**config.mk**
```make
export PLATFORM = sky130hd
export DESIGN_NAME = fetch_unit_flat
export DESIGN_NICKNAME = d
export VERILOG_FILES = /design/src/rtl/fetch_unit_pkg.sv /design/src/rtl/fetch_unit_if.sv /design/src/rtl/fetch_unit_queue.sv /design/src/rtl/fetch_unit.sv /design/src/flat_wrapper.sv
export SDC_FILE = /design/constraint.sdc
export NUM_CORES = 1
export LEC_CHECK = 0
export CAP_MARGIN = 20
export CELL_PAD_IN_SITES_DETAIL_PLACEMENT = 0
export CELL_PAD_IN_SITES_GLOBAL_PLACEMENT = 1
export CORE_AREA = 8 8 150 152
export DETAILED_ROUTE_END_ITERATION = 12
export DIE_AREA = 0 0 158 160
export PLACE_DENSITY = 0.87
export SLEW_MARGIN = 20
export SYNTH_ARGS = -nofsm -noshare
export SYNTH_HDL_FRONTEND = slang
export SYNTH_SLANG_ARGS = --single-unit
```
**constraint.sdc**
```tcl
create_clock -name clk -period 6.1 [get_ports clk]
set_clock_uncertainty 0.05 [all_clocks]
set_input_delay 0.915 -clock clk [delete_from_list [all_inputs] [get_ports clk]]
set_output_delay 0.915 -clock clk [all_outputs]
set_load 0.01 [all_outputs]
```
**src/rtl/fetch_unit_pkg.sv**
```systemverilog
// Shared core parameters and fetch-path types.
// Imported by the fetch unit, its queue and its interface.
package fetch_unit_pkg;

  localparam int unsigned XLEN        = 32;
  localparam int unsigned ILEN        = 32;
  localparam int unsigned INSTR_BYTES = ILEN / 8;

  localparam logic [XLEN-1:0] RESET_PC_DEFAULT = 32'h0000_0000;

  typedef logic [1:0] fq_count_t;
  localparam fq_count_t FQ_DEPTH = 2'd2;

  typedef struct packed {
    logic [ILEN-1:0] instr;
    logic [XLEN-1:0] pc;
  } fetch_entry_t;

  function automatic logic [XLEN-1:0] word_align(input logic [XLEN-1:0] addr);
    return {addr[XLEN-1:2], 2'b00};
  endfunction

endpackage

```
**src/rtl/fetch_unit_if.sv**
```systemverilog
// Fetch-unit bus bundle: instruction-memory port, redirect input and decode handshake.
// master = fetch unit side, slave = memory/control/decode side.
interface fetch_unit_if
  import fetch_unit_pkg::*;
#(
  parameter int unsigned IMEM_AW = 12
) ();

  logic               imem_en;
  logic [IMEM_AW-1:0] imem_addr;
  logic [ILEN-1:0]    imem_rdata;
  logic               redirect;
  logic [XLEN-1:0]    redirect_pc;
  logic               instr_valid;
  logic               instr_ready;
  logic [ILEN-1:0]    instr;
  logic [XLEN-1:0]    instr_pc;

  modport master (
    output imem_en, imem_addr, instr_valid, instr, instr_pc,
    input  imem_rdata, redirect, redirect_pc, instr_ready
  );

  modport slave (
    input  imem_en, imem_addr, instr_valid, instr, instr_pc,
    output imem_rdata, redirect, redirect_pc, instr_ready
  );

endinterface

```
**src/rtl/fetch_unit_queue.sv**
```systemverilog
// Two-entry in-order instruction queue; entry0 is always the head.
// Flush empties it outright and takes priority over push/pop.
module fetch_queue
  import fetch_unit_pkg::*;
(
  input  logic         clk,
  input  logic         rstn,
  input  logic         push,
  input  fetch_entry_t push_entry,
  input  logic         pop,
  input  logic         flush,
  output fq_count_t    count,
  output fetch_entry_t head
);

  fetch_entry_t entry0_q, entry0_d;
  fetch_entry_t entry1_q, entry1_d;
  fq_count_t    count_q, count_d;

  always_comb begin
    entry0_d = entry0_q;
    entry1_d = entry1_q;
    count_d  = count_q;
    if (flush) begin
      count_d = '0;
    end else begin
      unique case ({push, pop})
        2'b10: begin
          if (count_q == '0) entry0_d = push_entry;
          else               entry1_d = push_entry;
          count_d = count_q + 2'd1;
        end
        2'b01: begin
          entry0_d = entry1_q;
          count_d  = count_q - 2'd1;
        end
        2'b11: begin
          // Simultaneous push/pop: shift behind the new head so order is kept.
          if (count_q == FQ_DEPTH) begin
            entry0_d = entry1_q;
            entry1_d = push_entry;
          end else begin
            entry0_d = push_entry;
          end
        end
        default: ;
      endcase
    end
  end

  always_ff @(posedge clk or negedge rstn) begin
    if (!rstn) begin
      entry0_q <= '0;
      entry1_q <= '0;
      count_q  <= '0;
    end else begin
      entry0_q <= entry0_d;
      entry1_q <= entry1_d;
      count_q  <= count_d;
    end
  end

  assign count = count_q;
  assign head  = entry0_q;

endmodule

```
**src/rtl/fetch_unit.sv**
```systemverilog
// Instruction fetch: PC register, read issue against a 1-cycle BRAM, redirect handling,
// and a 2-entry queue feeding decode with a valid/ready handshake.
module fetch_unit
  import fetch_unit_pkg::*;
#(
  parameter logic [XLEN-1:0] RESET_PC = RESET_PC_DEFAULT,
  parameter int unsigned     IMEM_AW  = 12
) (
  input  logic         clk,
  input  logic         rstn,
  fetch_unit_if.master fif
);

  logic [XLEN-1:0] pc_q, pc_d;
  logic            inflight_q, inflight_d;
  logic [XLEN-1:0] inflight_pc_q, inflight_pc_d;

  fq_count_t       fq_count;
  fetch_entry_t    fq_head;
  fetch_entry_t    push_entry;
  fq_count_t       occupancy;
  logic            transfer;
  logic            push;
  logic            issue_en;
  logic [XLEN-1:0] issue_pc;

  always_comb begin
    transfer  = (fq_count != '0) && fif.instr_ready;
    // count + inflight never exceeds the queue depth, so issuing below it cannot overflow.
    occupancy = fq_count + fq_count_t'(inflight_q);
    issue_pc  = pc_q;
    issue_en  = 1'b0;
    if (rstn) begin
      if (fif.redirect) begin
        issue_pc = word_align(fif.redirect_pc);
        issue_en = 1'b1;
      end else if ((occupancy < FQ_DEPTH) || transfer) begin
        issue_en = 1'b1;
      end
    end
    pc_d          = pc_q;
    inflight_d    = 1'b0;
    inflight_pc_d = inflight_pc_q;
    if (issue_en) begin
      pc_d          = issue_pc + XLEN'(INSTR_BYTES);
      inflight_d    = 1'b1;
      inflight_pc_d = issue_pc;
    end
  end

  // Data returning in a redirect cycle belongs to the abandoned stream.
  assign push       = inflight_q && !fif.redirect;
  assign push_entry = '{instr: fif.imem_rdata, pc: inflight_pc_q};

  always_ff @(posedge clk or negedge rstn) begin
    if (!rstn) begin
      pc_q          <= RESET_PC;
      inflight_q    <= 1'b0;
      inflight_pc_q <= '0;
    end else begin
      pc_q          <= pc_d;
      inflight_q    <= inflight_d;
      inflight_pc_q <= inflight_pc_d;
    end
  end

  fetch_queue u_queue (
    .clk        (clk),
    .rstn       (rstn),
    .push       (push),
    .push_entry (push_entry),
    .pop        (transfer),
    .flush      (fif.redirect),
    .count      (fq_count),
    .head       (fq_head)
  );

  assign fif.imem_en     = issue_en;
  assign fif.imem_addr   = issue_pc[IMEM_AW+1:2];
  assign fif.instr_valid = (fq_count != '0);
  assign fif.instr       = fq_head.instr;
  assign fif.instr_pc    = fq_head.pc;

endmodule
```
**src/flat_wrapper.sv**
```systemverilog
// flat-port wrapper written by rule: the top's interface ports become plain ports
module fetch_unit_flat import fetch_unit_pkg::*;
#(
  parameter logic [XLEN-1:0] RESET_PC = RESET_PC_DEFAULT,
  parameter int unsigned     IMEM_AW  = 12
)
  (clk, rstn, fif_imem_en, fif_imem_addr, fif_instr_valid, fif_instr, fif_instr_pc, fif_imem_rdata, fif_redirect, fif_redirect_pc, fif_instr_ready);
  fetch_unit_if #(.IMEM_AW(IMEM_AW)) fif_i ();
  input  logic clk;
  input  logic rstn;
  output wire logic [$bits(fif_i.imem_en)-1:0] fif_imem_en;
  output wire logic [$bits(fif_i.imem_addr)-1:0] fif_imem_addr;
  output wire logic [$bits(fif_i.instr_valid)-1:0] fif_instr_valid;
  output wire logic [$bits(fif_i.instr)-1:0] fif_instr;
  output wire logic [$bits(fif_i.instr_pc)-1:0] fif_instr_pc;
  input wire logic [$bits(fif_i.imem_rdata)-1:0] fif_imem_rdata;
  input wire logic [$bits(fif_i.redirect)-1:0] fif_redirect;
  input wire logic [$bits(fif_i.redirect_pc)-1:0] fif_redirect_pc;
  input wire logic [$bits(fif_i.instr_ready)-1:0] fif_instr_ready;
  assign fif_imem_en = fif_i.imem_en;
  assign fif_imem_addr = fif_i.imem_addr;
  assign fif_instr_valid = fif_i.instr_valid;
  assign fif_instr = fif_i.instr;
  assign fif_instr_pc = fif_i.instr_pc;
  assign fif_i.imem_rdata = fif_imem_rdata;
  assign fif_i.redirect = fif_redirect;
  assign fif_i.redirect_pc = fif_redirect_pc;
  assign fif_i.instr_ready = fif_instr_ready;
  fetch_unit #(.RESET_PC(RESET_PC), .IMEM_AW(IMEM_AW)) u_core (.clk(clk), .rstn(rstn), .fif(fif_i));
endmodule
```
==> metrics.txt, run 1 <==
RR Startpoint=u_core.pc_q[2]; GRT busiest layer=met2; crit path cell chain=clkdlybuf4s50_1 > buf_4 > and2_2 > buf_4 > mux2i_1 > inv_2 > clkdlybuf4s50_1; share of layout cells above drive strength 1=12.5%; H-tree levels=4; vias per cell=5.22; Mapped Avg Cell Area=10.4 um^2; register area share after synthesis=52.8%; Leakage=4.70 nW; die width=158 um; initial antenna violation count=1; Synth Area in Adders=0.141%; CP Capture Type=output pin; worst rel slew slack=45.5%; Async SR Flop Fraction=100%; Worst EP required=5.13 ns; Slew Limit Fails=0; Die H=160 um; Total Power=3.95 mW; minimum clock period=4.50 ns; area grow syn2layout=25.1%; Root Driver=clkbuf_16; power share of the clock group=29.3%; Crit Path Category=in2out; routability cong.=0.756; post_cts resized=0; Gate power share=25.5%; internal power=2.82 mW; commonest non-fill, non-tap cell in the layout=dfrtp_1; PD cells=357 nW/um^2; net load switching power=1.14 mW; status=complete, no violations; CTS Hold Bufs=0; VDD IR-drop max=186 uV; Pre-antenna DRT Iters=5; EDFF count, synth=0; Finished Core Util=55.3%; sw frac=28.7%; R2R setup slack=3.55 ns; FP Rows=52; CP peak stage delay=0.60 ns; CTS tree=done; Ant. Diodes=0; YS warnings=0; Netlist cell types=52; DRC Markers=0; vias in the first global route=6473; reg2reg end=u_core.pc_q[24]; final hold slack=0.356 ns; Slew @ Worst Pin=0.817 ns; met2 Use GR=25.5%; CTS Buf Count=17; clock tree sinks=187; core area=20000 um^2; initial core utilization=44.2%; clock tree buffer depth=2; number of max-cap violations=0; post-CTS setup repair buffer count=0; largest family of logic cells by synthesized area=multiplexers; Final Hold Viols=0; Worst Path Max Fanout=29; layout net count=1028; vias post-DR=6469; total grt overflow=0; post-synthesis register bit count=187; worst path arrival time=3.53 ns; Post-Synth XOR/XNOR Area=1.48%; GR Util met3=3.16%; RSZ-0062 raised after global routing=no; first-pass GRT wire length=33.5 mm; synthesized area=8860 um^2; endpoints failing setup=0; Setup TNS=0 ns; Most used DFF post-synth=dfrtp_1; Worst-Skew Late Latency=0.42 ns; IO Count=146; largest net degree at the start of global routing=158; Max Freq=222 MHz; sequential share of power=45.2%; HPWL Detailed=13.7 mm; Iteration-0 DRC Markers=369; Final ANT Viol Nets=0; simple logic cell fraction of the synthesized area=13.6%; Tcrit/Tclk final=73.7%; Hold Path Class=in2async; Die ar.=25300 um^2; Synth Area in Compound Gates=10.9%; Global Route met1 Usage=22.6%; drt wl/cell=16.3 um; Overall Global Routing Usage=16.3%; crit start category=primary input; R2R depth=10; Cells after Synth=850; most frequent cells in the layout=187 x dfrtp_1, 140 x clkdlybuf4s50_1, 109 x nand2_1; Reg clk slew, reported paths=0.07 ns; port buffer count=141; Routed WL=20.2 mm; slowest stage cell, crit path=and2_2; mux cell area share after synthesis=17.1%
registers in the layout (all words and copies together) (netlist names):
register                 flops
u_core.u_queue.entry1_q     62
u_core.u_queue.head         62
u_core.inflight_pc_q        30
u_core.pc_q                 30
u_core.u_queue.count         2
u_core.inflight_q            1
synth_stat cells, types with 8 or more instances:
master	instances	area [um^2]
mux2_2	66	743
nor2_1	98	368
a21oi_1	81	405
nor3_1	11	55.1
clkbuf_1	29	109
o21a_1	8	60.1
xor2_1	8	70.1
nand4_1	12	75.1
mux2i_1	75	751
nand2_1	109	409
nand3_1	19	95.1
a21o_1	14	105
o21ai_0	32	160
buf_2	13	65.1
buf_4	16	120
dfrtp_1	187	4680
worst max-delay path by stage:
stage | start | endpoint | slack [ns] | cells after the start
floorplan | rstn | u_core.pc_q[24] | 2.48 | 15
global placement | fif_redirect | fif_imem_addr[6] | 1.56 | 7
detailed placement | fif_redirect | fif_imem_addr[6] | 1.57 | 7
CTS | fif_redirect | fif_imem_addr[6] | 1.57 | 7
global route | fif_redirect | fif_imem_addr[6] | 1.44 | 7
finish | fif_redirect | fif_imem_addr[6] | 1.60 | 7
logic make-up (layout without fill, tap and decap cells):
| logic type | Yosys count | count (layout) |
|---|---|---|
| simple gates | 270 | 270 |
| compound gates | 164 | 164 |
| other cells | 1 | 2 |
| fa+ha+maj | 1 | 1 |
| flops | 187 | 187 |
| xor+xnor | 15 | 15 |
| mux | 142 | 142 |
| buf+inv | 70 | 189 |
through the flow:
stage,std cells,cell area [um^2],worst slack [ns]
floorplan,851,8870,2.48
CTS,1240,11100,1.57
detailed placement,1210,10500,1.57
global route,1240,11100,1.44
finish,1240,11100,1.60
global placement,1208,10400,1.56
power groups by stage:
stage                     registers, mW  clock network, mW  logic, mW
after global placement             1.79                  0      0.997
after CTS                          1.79               1.18       1.03
after global routing               1.84               1.24       1.11
after floorplan                    1.82                  0      0.529
final                              1.79               1.16       1.01
after detailed placement           1.81                  0       1.02
area by class of cell:
class	instances	area, um^2
repair buffers	153	1560
multi-input cells	594	3880
fillers	1831	8950
inverters	6	22.5
clock inverters	10	154
clock buffers	20	457
flip-flops and latches	187	4680
well taps	270	338
critical path, delay by kind of cell:
kind                   cells  cell delay [ns]
multiplexers               1             0.37
buffers and inverters      5             1.63
AND/OR/NAND/NOR            1             0.60
routing by layer:
metal	up-vias	wire length [um]
met2	129	9230
met3	20	1020
met4	2	239
li1	3174	-
met5	-	9
met1	3144	9680
Power figures use the tool's default switching activity.
==> inputs of run 2 (changes only) <==
Settings changed: CORE_AREA 8 8 150 152 to 8 8 162 164, DIE_AREA 0 0 158 160 to 0 0 170 172, PLACE_DENSITY 0.87 to 0.79.
Clock period 6.1 ns to 3.7 ns, I/O delays scaled along.
==> run 2 against run 1 <==
Net effect: clock-buffer cell count fell by 2; highest routed layer is now met4; setup slack got worse by 1.2 ns; die area rose by 16%; largest power group unchanged; clock power rose by 61%; worst hold slack improved by 0.087 ns; cell count rose by 4.8%.
==> metrics.txt, run 2 (same netlist as run 1, synthesis figures left out) <==
port buffer count=141 (unchanged); CTS Buf Count=17 (unchanged); commonest non-fill, non-tap cell in the layout=dfrtp_1; number of max-cap violations=0 (unchanged); Die H=172 um (+7.5%); Finished Core Util=47.0% (-8.4 points); status=complete, no violations; first-pass GRT wire length=34.0 mm (+1.3%); Final ANT Viol Nets=0 (unchanged); vias per cell=4.97 (-4.7%); Total Power=6.48 mW (+64%); Worst-Skew Late Latency=0.42 ns (about the same); Worst Path Max Fanout=48 (+66%); DRC Markers=0 (unchanged); worst path arrival time=2.68 ns (-0.85 ns); post-CTS setup repair buffer count=0 (unchanged); Crit path max-delay family=buffers and inverters; CTS Hold Bufs=1 (+1); clock tree buffer depth=2 (unchanged); clock tree sinks=187 (unchanged); VDD IR-drop max=259 uV (+39%); area grow syn2layout=26.2%; post_cts resized=0 (unchanged); Pre-antenna DRT Iters=4 (-1); Worst EP required=3.09 ns (-2.04 ns); R2R setup slack=1.14 ns (-2.41 ns); Crit Path Category=in2out; vias in the first global route=6380 (-1.4%); slowest stage cell, crit path=dlygate4sd3_1; Slew Limit Fails=0 (unchanged); core area=23800 um^2 (+19%); HPWL Detailed=14.0 mm (+2.5%); PD cells=579 nW/um^2 (+62%); total grt overflow=0 (unchanged); final cell count without fillers=1300 (+4.8%); FP Rows=57 (+9.6%); CTS tree=done; Worst Path Buf+Inv=5 (unchanged); CP peak stage delay=0.54 ns (-0.06 ns); Die ar.=29200 um^2 (+16%); crit start category=primary input; layout net count=1031 (+0.29%); most frequent cells in the layout=187 x dfrtp_1, 140 x clkdlybuf4s50_1, 109 x nand2_1; share of layout cells above drive strength 1=12.8% (+0.35 points); initial core utilization=37.2% (-7.0 points); drt wl/cell=15.9 um (-2.5%); H-tree levels=4 (unchanged); Leakage=4.72 nW (+0.28%); Hold Path Class=reg2reg; largest net degree at the start of global routing=125 (-21%); Iteration-0 DRC Markers=380 (+3.0%); Setup TNS=0 ns (unchanged); worst rel slew slack=50.0% (+4.5 points); Crit path depth=7 (unchanged); routability cong.=0.796 (+5.2%); Slew @ Worst Pin=0.750 ns (-0.0676 ns); RSZ-0062 raised after global routing=no; Reg clk slew, reported paths=0.07 ns (about the same); Tcrit/Tclk final=88.7%; Final Hold Viols=0 (unchanged); met2 Use GR=23.5% (-1.9 points); Root Driver=clkbuf_16; GR Util met3=3.45% (+0.29 points); endpoints failing setup=0 (unchanged); GRT busiest layer=met2; Worst Hold Depth=1; crit path cell chain=dlygate4sd3_1 > clkbuf_8 > and2_2 > buf_12 > mux2i_1 > inv_1 > clkdlybuf4s50_1; die width=170 um (+7.6%); vias post-DR=6462 (-0.11%); Placed Cells=1266 (+4.6%); IO Count=146 (unchanged); R2R depth=10 (unchanged); Max Freq=305 MHz; Overall Global Routing Usage=14.4% (-1.9 points); Routed WL=20.6 mm (+2.2%); Global Route met1 Usage=18.9% (-3.6 points); minimum clock period=3.28 ns; initial antenna violation count=0 (-1); CP Capture Type=output pin
run 2: power breakdown:
group	switching, mW	internal, mW	total (mW)
clock	0.840	1.03	1.87
sequential	0.327	2.62	2.94
combinational	0.748	0.923	1.67
total	1.92	4.56	6.48
run 2: final timing paths:
path,endpoint,from
max in group asynchronous,u_core.u_queue.head[48],rstn
min in group asynchronous,u_core.pc_q[2],rstn
min,u_core.pc_q[31],u_core.pc_q[31]
min reg2reg,u_core.pc_q[31],u_core.pc_q[31]
max,fif_imem_addr[3],rstn
max reg2reg,u_core.pc_q[24],u_core.pc_q[3]
run 2: through the flow:
stage / area (um^2) / worst slack (ns) / hold slack [ns]
floorplan: 8870 / 0.444 / 0.209
global placement: 10600 / 0.198 / 0.361
detailed placement: 10600 / 0.183 / 0.360
CTS: 11200 / 0.389 / 0.446
global route: 11200 / 0.262 / 0.457
finish: 11200 / 0.419 / 0.443
run 2: worst register-to-register path, cell delays in order (launching register included):
cell and delay (ns):
dfrtp_1 0.39, nand2_1 0.07, nand2_1 0.11, ha_1 0.26, nand3_1 0.11, nor3_1 0.39
o22a_1 0.28, nand3_2 0.16, a21oi_1 0.22, mux2_2 0.36, nor2_1 0.10
run 2: layer usage:
metal,wire length (um),vias to the layer above
met1,9570,3140
met3,1090,14
li1,-,3180
met5,0,-
met4,278,0
met2,9680,128
run 2: layout make-up:
class | instances | area [um^2]
fillers | 2279 | 12600
well taps | 324 | 405
multi-input cells | 594 | 3880
flip-flops and latches | 187 | 4680
inverters | 6 | 22.5
diodes | 1 | 2.50
clock inverters | 14 | 174
clock buffers | 18 | 429
repair buffers | 156 | 1600
